## src/rtl/shift_reg_pkg.sv

```systemverilog
// Shared types for the universal shift register: mode encoding, FSM states
// and small mode-classification helpers used by the top and the step logic.
package shift_reg_pkg;

    typedef enum logic [2:0] {
        MODE_HOLD   = 3'b000,
        MODE_SLL    = 3'b001,
        MODE_SRL    = 3'b010,
        MODE_ROL    = 3'b011,
        MODE_ROR    = 3'b100,
        MODE_SRA    = 3'b101,
        MODE_LOAD   = 3'b110,
        MODE_HOLD_R = 3'b111
    } mode_e;

    typedef enum logic {
        ST_IDLE  = 1'b0,
        ST_SHIFT = 1'b1
    } state_e;

    // Modes that run as a counted multi-step burst.
    function automatic logic is_shift_mode(input mode_e m);
        return (m == MODE_SLL) || (m == MODE_SRL) || (m == MODE_ROL) ||
               (m == MODE_ROR) || (m == MODE_SRA);
    endfunction

    // Steps that move a bit out of the MSB (update SOL).
    function automatic logic is_left_mode(input mode_e m);
        return (m == MODE_SLL) || (m == MODE_ROL);
    endfunction

    // Steps that move a bit out of the LSB (update SOR).
    function automatic logic is_right_mode(input mode_e m);
        return (m == MODE_SRL) || (m == MODE_ROR) || (m == MODE_SRA);
    endfunction

endpackage

```

## src/rtl/shift_register_universal_n_if.sv

```systemverilog
// Command/data bundle of the universal shift register.
//   master: drives start/mode/amt/d/sil/sir, observes q/sol/sor/busy/done
//   slave : the register itself
interface shift_register_universal_n_if #(
    parameter int unsigned WIDTH = 8
);
    localparam int unsigned CNT_W = $clog2(WIDTH + 1);

    logic             start;
    logic [2:0]       mode;
    logic [CNT_W-1:0] amt;
    logic [WIDTH-1:0] d;
    logic             sil;
    logic             sir;
    logic [WIDTH-1:0] q;
    logic             sol;
    logic             sor;
    logic             busy;
    logic             done;

    modport master (
        output start, mode, amt, d, sil, sir,
        input  q, sol, sor, busy, done
    );

    modport slave (
        input  start, mode, amt, d, sil, sir,
        output q, sol, sor, busy, done
    );
endinterface

```

## src/rtl/shift_reg_step.sv

```systemverilog
// Single-bit step of the universal shift register (purely combinational).
//   q       : current register value
//   mode    : step function (non-shift modes pass q through)
//   sil/sir : serial inputs for SLL (enters bit 0) / SRL (enters MSB)
//   q_next  : register value after one step
//   shout_l : bit leaving the MSB on a left step
//   shout_r : bit leaving the LSB on a right step
module shift_reg_step
    import shift_reg_pkg::*;
#(
    parameter int unsigned WIDTH = 8
) (
    input  logic [WIDTH-1:0] q,
    input  mode_e            mode,
    input  logic             sil,
    input  logic             sir,
    output logic [WIDTH-1:0] q_next,
    output logic             shout_l,
    output logic             shout_r
);

    always_comb begin
        q_next = q;
        case (mode)
            MODE_SLL: q_next = {q[WIDTH-2:0], sil};
            MODE_SRL: q_next = {sir, q[WIDTH-1:1]};
            MODE_ROL: q_next = {q[WIDTH-2:0], q[WIDTH-1]};
            MODE_ROR: q_next = {q[0], q[WIDTH-1:1]};
            MODE_SRA: q_next = {q[WIDTH-1], q[WIDTH-1:1]};
            default:  q_next = q;
        endcase
    end

    assign shout_l = q[WIDTH-1];
    assign shout_r = q[0];

endmodule

```

## src/rtl/shift_register_universal_n.sv

```systemverilog
// N-bit universal shift register with a START/AMT command engine that
// performs multi-bit shifts and rotates one bit per clock.
//   clk, rst_n : clock (rising edge), asynchronous active-low reset
//   bus.start  : command strobe, ignored while busy
//   bus.mode   : hold / SLL / SRL / ROL / ROR / SRA / load / hold
//   bus.amt    : number of single-bit steps (0..WIDTH)
//   bus.d      : parallel load data
//   bus.sil/sir: serial inputs, sampled live on each step edge
//   bus.q      : register contents
//   bus.sol/sor: last bit shifted out of MSB / LSB
//   bus.busy   : burst in progress
//   bus.done   : one-cycle pulse on command completion
module shift_register_universal_n
    import shift_reg_pkg::*;
#(
    parameter int unsigned WIDTH = 8
) (
    input  logic                          clk,
    input  logic                          rst_n,
    shift_register_universal_n_if.slave   bus
);

    localparam int unsigned CNT_W = $clog2(WIDTH + 1);

    state_e           state_q, state_d;
    mode_e            mode_q, mode_d;
    logic [CNT_W-1:0] cnt_q, cnt_d;
    logic [WIDTH-1:0] q_q, q_d;
    logic             sol_q, sol_d;
    logic             sor_q, sor_d;
    logic             busy_q, busy_d;
    logic             done_q, done_d;

    mode_e            cmd_mode;
    logic             cmd_burst;
    logic             last_step;
    logic [WIDTH-1:0] step_q;
    logic             step_sol;
    logic             step_sor;

    assign cmd_mode  = mode_e'(bus.mode);
    assign cmd_burst = is_shift_mode(cmd_mode) && (bus.amt != '0);
    assign last_step = (cnt_q == CNT_W'(1));

    // The step function always works on the mode latched at START.
    shift_reg_step #(
        .WIDTH (WIDTH)
    ) u_step (
        .q       (q_q),
        .mode    (mode_q),
        .sil     (bus.sil),
        .sir     (bus.sir),
        .q_next  (step_q),
        .shout_l (step_sol),
        .shout_r (step_sor)
    );

    // State register.
    always_ff @(posedge clk or negedge rst_n) begin
        if (!rst_n) begin
            state_q <= ST_IDLE;
        end else begin
            state_q <= state_d;
        end
    end

    // Next-state logic.
    always_comb begin
        state_d = state_q;
        case (state_q)
            ST_IDLE:  if (bus.start && cmd_burst) state_d = ST_SHIFT;
            ST_SHIFT: if (last_step)              state_d = ST_IDLE;
            default:  state_d = ST_IDLE;
        endcase
    end

    // Datapath and handshake next values.
    always_comb begin
        mode_d = mode_q;
        cnt_d  = cnt_q;
        q_d    = q_q;
        sol_d  = sol_q;
        sor_d  = sor_q;
        busy_d = 1'b0;
        done_d = 1'b0;
        case (state_q)
            ST_IDLE: begin
                if (bus.start) begin
                    if (cmd_mode == MODE_LOAD) begin
                        q_d    = bus.d;
                        done_d = 1'b1;
                    end else if (cmd_burst) begin
                        mode_d = cmd_mode;
                        cnt_d  = bus.amt;
                        busy_d = 1'b1;
                    end else begin
                        done_d = 1'b1;
                    end
                end
            end
            ST_SHIFT: begin
                q_d   = step_q;
                cnt_d = cnt_q - CNT_W'(1);
                if (is_left_mode(mode_q))  sol_d = step_sol;
                if (is_right_mode(mode_q)) sor_d = step_sor;
                // Busy drops on the same edge that raises done.
                done_d = last_step;
                busy_d = !last_step;
            end
            default: ;
        endcase
    end

    // Datapath registers.
    always_ff @(posedge clk or negedge rst_n) begin
        if (!rst_n) begin
            mode_q <= MODE_HOLD;
            cnt_q  <= '0;
            q_q    <= '0;
            sol_q  <= 1'b0;
            sor_q  <= 1'b0;
            busy_q <= 1'b0;
            done_q <= 1'b0;
        end else begin
            mode_q <= mode_d;
            cnt_q  <= cnt_d;
            q_q    <= q_d;
            sol_q  <= sol_d;
            sor_q  <= sor_d;
            busy_q <= busy_d;
            done_q <= done_d;
        end
    end

    assign bus.q    = q_q;
    assign bus.sol  = sol_q;
    assign bus.sor  = sor_q;
    assign bus.busy = busy_q;
    assign bus.done = done_q;

endmodule

```

## src/flat_wrapper.sv

```systemverilog
// flat-port wrapper written by rule: the top's interface ports become plain ports
module shift_register_universal_n_flat import shift_reg_pkg::*;
#(
    parameter int unsigned WIDTH = 8
)
  (clk, rst_n, bus_start, bus_mode, bus_amt, bus_d, bus_sil, bus_sir, bus_q, bus_sol, bus_sor, bus_busy, bus_done);
  shift_register_universal_n_if #(.WIDTH(WIDTH)) bus_i ();
  input  logic clk;
  input  logic rst_n;
  input wire logic [$bits(bus_i.start)-1:0] bus_start;
  input wire logic [$bits(bus_i.mode)-1:0] bus_mode;
  input wire logic [$bits(bus_i.amt)-1:0] bus_amt;
  input wire logic [$bits(bus_i.d)-1:0] bus_d;
  input wire logic [$bits(bus_i.sil)-1:0] bus_sil;
  input wire logic [$bits(bus_i.sir)-1:0] bus_sir;
  output wire logic [$bits(bus_i.q)-1:0] bus_q;
  output wire logic [$bits(bus_i.sol)-1:0] bus_sol;
  output wire logic [$bits(bus_i.sor)-1:0] bus_sor;
  output wire logic [$bits(bus_i.busy)-1:0] bus_busy;
  output wire logic [$bits(bus_i.done)-1:0] bus_done;
  assign bus_i.start = bus_start;
  assign bus_i.mode = bus_mode;
  assign bus_i.amt = bus_amt;
  assign bus_i.d = bus_d;
  assign bus_i.sil = bus_sil;
  assign bus_i.sir = bus_sir;
  assign bus_q = bus_i.q;
  assign bus_sol = bus_i.sol;
  assign bus_sor = bus_i.sor;
  assign bus_busy = bus_i.busy;
  assign bus_done = bus_i.done;
  shift_register_universal_n #(.WIDTH(WIDTH)) u_core (.clk(clk), .rst_n(rst_n), .bus(bus_i));
endmodule
```

## config.mk

```make
export PLATFORM = sky130hd
export DESIGN_NAME = shift_register_universal_n_flat
export DESIGN_NICKNAME = d
export VERILOG_FILES = /design/src/rtl/shift_reg_pkg.sv /design/src/rtl/shift_register_universal_n_if.sv /design/src/rtl/shift_reg_step.sv /design/src/rtl/shift_register_universal_n.sv /design/src/flat_wrapper.sv
export SDC_FILE = /design/constraint.sdc
export NUM_CORES = 1
export LEC_CHECK = 0
export CAP_MARGIN = 40
export CELL_PAD_IN_SITES_DETAIL_PLACEMENT = 0
export CELL_PAD_IN_SITES_GLOBAL_PLACEMENT = 2
export CORE_UTILIZATION = 31
export CTS_BUF_LIST = sky130_fd_sc_hd__clkbuf_16
export DETAILED_ROUTE_END_ITERATION = 10
export PLACE_DENSITY_LB_ADDON = 0.1
export RECOVER_POWER = 100
export SETUP_SLACK_MARGIN = 0.4
export SLEW_MARGIN = 5
export SYNTH_ARGS = -nofsm -noshare
export SYNTH_HDL_FRONTEND = slang
export SYNTH_SLANG_ARGS = --single-unit
```

## constraint.sdc

```tcl
create_clock -name clk -period 3.7 [get_ports clk]
set_input_delay 0.37 -clock clk [delete_from_list [all_inputs] [get_ports clk]]
set_output_delay 0.37 -clock clk [all_outputs]
set_load 0.02 [all_outputs]
```

==> impl_metrics.tcl, run 1 <==
set metrics [dict create \
    run_status "completed" \
    hp-class "in -> async" \
    grt_pass1_wl_um 5000 \
    postCtsHoldBufs 0 \
    grt_pass1_vias 1077 \
    rsz0062_at_grt "false" \
    cp_max_fo 23 \
    port_buffers 31 \
    routed_via_density 5.22 \
    nNetsFinal 178 \
    crit_arrival_ns 2.70 \
    p_leak_uw 0.000684 \
    crit_required_ns 3.84 \
    dieHeight_um 65.1 \
    startpoint_type "register" \
    drt-initial-drc-count 42 \
    slew_headroom_pct 20.0 \
    cts-resized-gates 0 \
    cts.clk_slew.worst_paths_ns 0.06 \
    wl_per_cell_um 14.6 \
    synth.avg_cell_area_um2 9.57 \
    gr-total-overflow 0 \
    pin_count 32 \
    layout_worst_path_cycle_share_pct 68.9 \
    cts_buffer_depth 2 \
    drive_above_1_share_pct 10.3 \
    worst-setup-path-type "reg -> reg" \
    tightest_slew_ns 1.20 \
    synth_cells 129 \
    num_antenna_cells 0 \
    hpwl_um 2140 \
    antenna_left 0 \
    grt_usage_pct 15.6 \
    max-cap-violations 0 \
    ys_ff_latch 20 \
    yosys.area.top_type "dfrtp_1" \
    fmax_mhz 392 \
    dr.pass1.iters 4 \
    ys_top_cells_by_count "nor2_1, dfrtp_1, nand3_1" \
    vias 1060 \
    cts_made_buffers 3 \
    synth-main-ff-cell "dfrtp_1" \
    initial_core_util_pct 33.0 \
    synth_area_leaders "dfrtp_1, nor2_1, nand3_1" \
    grt_max_degree 24 \
    place_congestion 0.749 \
    ctsHtreeMaxLevel 1 \
    cts_sinks 20 \
    syn_nets 151 \
    syn_area_mm2 0.00123 \
    yosys_warnings 0 \
    skew_ns 0.00247 \
    final_cells 203 \
    yosysMostFrequentCell "nor2_1" \
    synth-edff-count 0 \
    design.core.area_mm2 0.00374 \
    powerDensity_mw_per_mm2 965 \
    cts-root-buf "clkbuf_16" \
    setup_tns_ns 0 \
    cts_setup_buffers 0 \
    fp-row-count 22 \
    endpoint_kind "register" \
    antenna_found_initial 0 \
    synth.distinct_cells 40 \
    route.detailed.drc 0 \
    routed_wl_um 2960 \
    vdd_drop_max_mv 0.337 \
    dieWidth_um 65.1 \
    die_area_mm2 0.00424 \
    clk-insertion-delay-late_ns 0.25 \
    yosysTopAreaCellShare_pct 40.5 \
    dpl.cell_count 199 \
    period_needed_ns 2.55 \
    setup_viol 0 \
    drv_slew 0 \
    yosysSeqAreaShare_pct 40.5 \
    area_growth_pct 30.5 \
    cts_tree "done" \
    finalHoldViolations 0 \
    async_flop_share_pct 100 \
]
## metal layers
layer / GRT usage, % / vias up / wire length [um]
met5: 0 / - / 0
met4: 6.52 / 0 / 47
met3: 2.95 / 5 / 99
met2: 25.1 / 20 / 1350
met1: 20.4 / 513 / 1460
li1: - / 522 / -
## area by class of cell
| class | instances | area, um2 |
|---|---|---|
| repair buffers | 32 | 314 |
| clock buffers | 3 | 75.1 |
| flip-flops and latches | 20 | 500 |
| clock inverters | 1 | 30.0 |
| multi-input cells | 95 | 617 |
| inverters | 4 | 15.0 |
| well taps | 48 | 60.1 |
| fillers | 402 | 2130 |
## final timing paths
kind,startpoint,to,slack (ns),cells past startpoint
max in group asynchronous,rst_n,u_core.bus.q[3]$_DFFE_PN0P_,2.26,2
min,rst_n,u_core.bus.q[7]$_DFFE_PN0P_,0.46,1
max,u_core.state_q$_DFF_PN0_,u_core.bus.q[6]$_DFFE_PN0P_,1.15,4
min in group clk,u_core.bus.sor$_DFFE_PN0P_,u_core.bus.sor$_DFFE_PN0P_,0.49,1
max reg2reg,u_core.state_q$_DFF_PN0_,u_core.bus.q[6]$_DFFE_PN0P_,1.15,4
min reg2reg,u_core.bus.sor$_DFFE_PN0P_,u_core.bus.sor$_DFFE_PN0P_,0.49,1
## registers in the layout, indices dropped and copies added, names as in the netlist
| signal | count |
|---|---|
| u_core.bus.done | 1 |
| u_core.bus.q | 8 |
| u_core.state_q | 1 |
| u_core.bus.sol | 1 |
| u_core.cnt_q | 4 |
| u_core.bus.sor | 1 |
| u_core.mode_q | 3 |
| u_core.bus.busy | 1 |
## cells by family (layout without fill, tap and decap cells)
logic type | after synthesis | count (layout) | synth area share [%]
mux | 5 | 5 | 4.86
buf+inv | 14 | 40 | 7.40
simple gates | 56 | 56 | 23.8
flops | 20 | 20 | 40.5
xor+xnor | 2 | 2 | 1.42
fa+ha+maj | 2 | 2 | 2.03
compound gates | 30 | 30 | 20.0
## cells in the final DEF (no fill, tap or decap), types with 3 or more instances in the layout
cell	count
a21o_1	3
a221o_1	4
a22o_2	4
clkbuf_16	3
clkdlybuf4s50_1	18
dfrtp_1	20
dlygate4sd3_1	13
inv_1	4
mux2_2	4
nand2_1	4
nand3_1	13
nor2_1	21
nor3_1	5
o21ai_0	8
## where the power goes
| part | switching, uW | internal [uW] | total, uW |
|---|---|---|---|
| Clock | 83.3 | 215 | 298 |
| Combinational | 377 | 384 | 762 |
| Sequential | 164 | 333 | 496 |
## through the flow
step                      worst slack, ns  instance area (um2)  power [uW]  hold slack, ns  util [%]
after floorplan                      2.16                 1230        1110          0.0744         -
final                                1.15                 1610        1560           0.457      43.0
after detailed placement             1.54                 1540        1320           0.503      41.2
after global routing                0.892                 1610        1680           0.477      43.0
after CTS                            1.71                 1650        1630           0.426      44.1
after global placement               1.60                 1530        1300           0.492      40.8
## critical path: stages, from the launching register on
cell	delay, ns
dfrtp_1	0.84
nand4b_1	0.25
a2bb2oi_1	0.95
nor2_1	0.13
a22o_2	0.26
No activity file was read; power rests on OpenSTA's default activity.
==> run 2, diff against run 1 <==
--- a/config.mk
+++ b/config.mk
@@ -8,7 +8,7 @@
 export CAP_MARGIN = 40
 export CELL_PAD_IN_SITES_DETAIL_PLACEMENT = 0
 export CELL_PAD_IN_SITES_GLOBAL_PLACEMENT = 2
-export CORE_UTILIZATION = 31
+export CORE_UTILIZATION = 29
 export CTS_BUF_LIST = sky130_fd_sc_hd__clkbuf_16
 export DETAILED_ROUTE_END_ITERATION = 10
 export PLACE_DENSITY_LB_ADDON = 0.1
==> constraint.sdc (replaced) <==
create_clock -name clk -period 2.5 [get_ports clk]
set_input_delay 0.25 -clock clk [delete_from_list [all_inputs] [get_ports clk]]
set_output_delay 0.25 -clock clk [all_outputs]
set_load 0.02 [all_outputs]
==> impl_metrics.tcl, run 2 (same netlist as run 1, synthesis figures left out) <==
set metrics [dict create \
    wl_per_cell_um 14.5 \
    dr.pass1.iters 4 \
    cp_num_buf_inv 1 \
    area_growth_pct 29.9 \
    cpMaxStageDelayCell "dlygate4sd3_1" \
    max_stage_delay_ns 0.67 \
    cts_setup_buffers 0 \
    crit_arrival_ns 2.11 \
    dieWidth_um 67.3 \
    worst-setup-path-type "in -> reg" \
    antenna_left 0 \
    max-cap-violations 0 \
    vdd_drop_max_mv 0.440 \
    cts.clk_slew.worst_paths_ns 0.06 \
    dieHeight_um 67.3 \
    slew_headroom_pct 21.3 \
    drive_above_1_share_pct 9.68 \
    crit_required_ns 2.64 \
    cts-resized-gates 0 \
    grt_pass1_wl_um 4870 \
    grt_usage_pct 14.4 \
    grt_pass1_vias 1021 \
    cts-root-buf "clkbuf_16" \
    startpoint_type "input pin" \
    antenna_found_initial 0 \
    path_common_cell "nor3_1" \
    crit_path_cell_trace "dlygate4sd3_1 > nor3_1 > a21o_1 > nor3_1 > mux2_2" \
    vias 1075 \
    powerDensity_mw_per_mm2 1380 \
    drt-initial-drc-count 68 \
    die_area_mm2 0.00452 \
    place_congestion 0.749 \
    hp-class "reg -> reg" \
    run_status "completed" \
    period_needed_ns 1.98 \
    hpwl_um 2110 \
    drv_slew 0 \
    dpl.cell_count 202 \
    grt_max_degree 21 \
    cpLargestDelayFamily "buffers and inverters" \
    layout_worst_path_cycle_share_pct 79.1 \
    cts_tree "done" \
    cts_buffer_depth 2 \
    finalHoldViolations 0 \
    fp-row-count 23 \
    mostFrequentLayoutCells "nor2_1, dfrtp_1, clkdlybuf4s50_1" \
    skew_ns 0.00280 \
    tightest_slew_ns 1.18 \
    cts_sinks 20 \
    pin_count 32 \
    clk-insertion-delay-late_ns 0.25 \
    layout_commonest_cell "nor2_1" \
    postCtsHoldBufs 0 \
    endpoint_kind "register" \
    route.detailed.drc 0 \
    fmax_mhz 506 \
    setup_tns_ns 0 \
    largest_reg_flops 8 \
    final.fill_count 415 \
    rsz0062_at_grt "false" \
    routed_wl_um 2980 \
    design.core.area_mm2 0.00406 \
    ctsHtreeMaxLevel 1 \
    p_leak_uw 0.000677 \
    routed_via_density 5.24 \
    initial_core_util_pct 30.4 \
    num_antenna_cells 0 \
    final_cells 205 \
    cts_made_buffers 3 \
    seq_area_um2 500 \
    setup_viol 0 \
    port_buffers 31 \
    cp_max_fo 5 \
    gr-total-overflow 0 \
    nNetsFinal 179 \
    multi_input_area_um2 629 \
]
==> run 2: cell types whose count changed in the layout (fill, tap and decap cells not counted), sizes merged <==
cell / previous run / this run
clkdlybuf4s50: 18 / 16
dlygate4sd3: 13 / 15
buf: 0 / 1
bufinv: 1 / 0
==> run 2: power by group <==
| part | total (uW) | internal (uW) | leakage, uW | switching, uW |
|---|---|---|---|---|
| clock | 335 | 211 | 0.0000370 | 124 |
| combinational | 1190 | 580 | 0.000398 | 607 |
| sequential | 692 | 493 | 0.000241 | 199 |
| total | 2210 | 1280 | 0.000677 | 930 |
==> run 2: worst paths after layout <==
kind,from,end,slack (ns),depth (start not counted)
hold / removal,u_core.bus.sol$_DFFE_PN0P_,u_core.bus.sol$_DFFE_PN0P_,0.51,1
setup reg to reg,u_core.mode_q[2]$_DFFE_PN0P_,u_core.bus.q[4]$_DFFE_PN0P_,0.73,4
hold reg to reg,u_core.bus.sol$_DFFE_PN0P_,u_core.bus.sol$_DFFE_PN0P_,0.51,1
min in group asynchronous,rst_n,u_core.bus.q[2]$_DFFE_PN0P_,0.76,2
setup / recovery,bus_mode[0],u_core.mode_q[0]$_DFFE_PN0P_,0.52,5
max in group asynchronous,rst_n,u_core.state_q$_DFF_PN0_,1.04,2
==> run 2: through the flow <==
stage	area [um2]	hold WS (ns)	util, %	power, uW	worst slack, ns
after floorplan	1230	-0.0456	-	1640	0.962
after detailed placement	1550	0.501	38.1	1960	0.500
after global placement	1550	0.491	38.1	1950	0.533
after CTS	1620	0.361	40.0	2300	0.754
final	1600	0.506	39.5	2210	0.523
after global routing	1600	0.527	39.5	2390	0.353
==> run 2: layout make-up <==
class	instances	area share, %
Clock buffer	3	4.68
Inverter	4	0.936
Multi-Input combinational cell	95	39.2
Sequential cell	20	31.2
Tap cell	50	3.90
Timing Repair Buffer	33	20.0
==> run 2: metal layers <==
layer	share of wire [%]	track usage, %	vias up
met5	0	0	-
li1	-	-	519
met4	0.64	5.05	0
met3	4.0	3.04	2
met1	49	18.4	525
met2	47	23.9	29
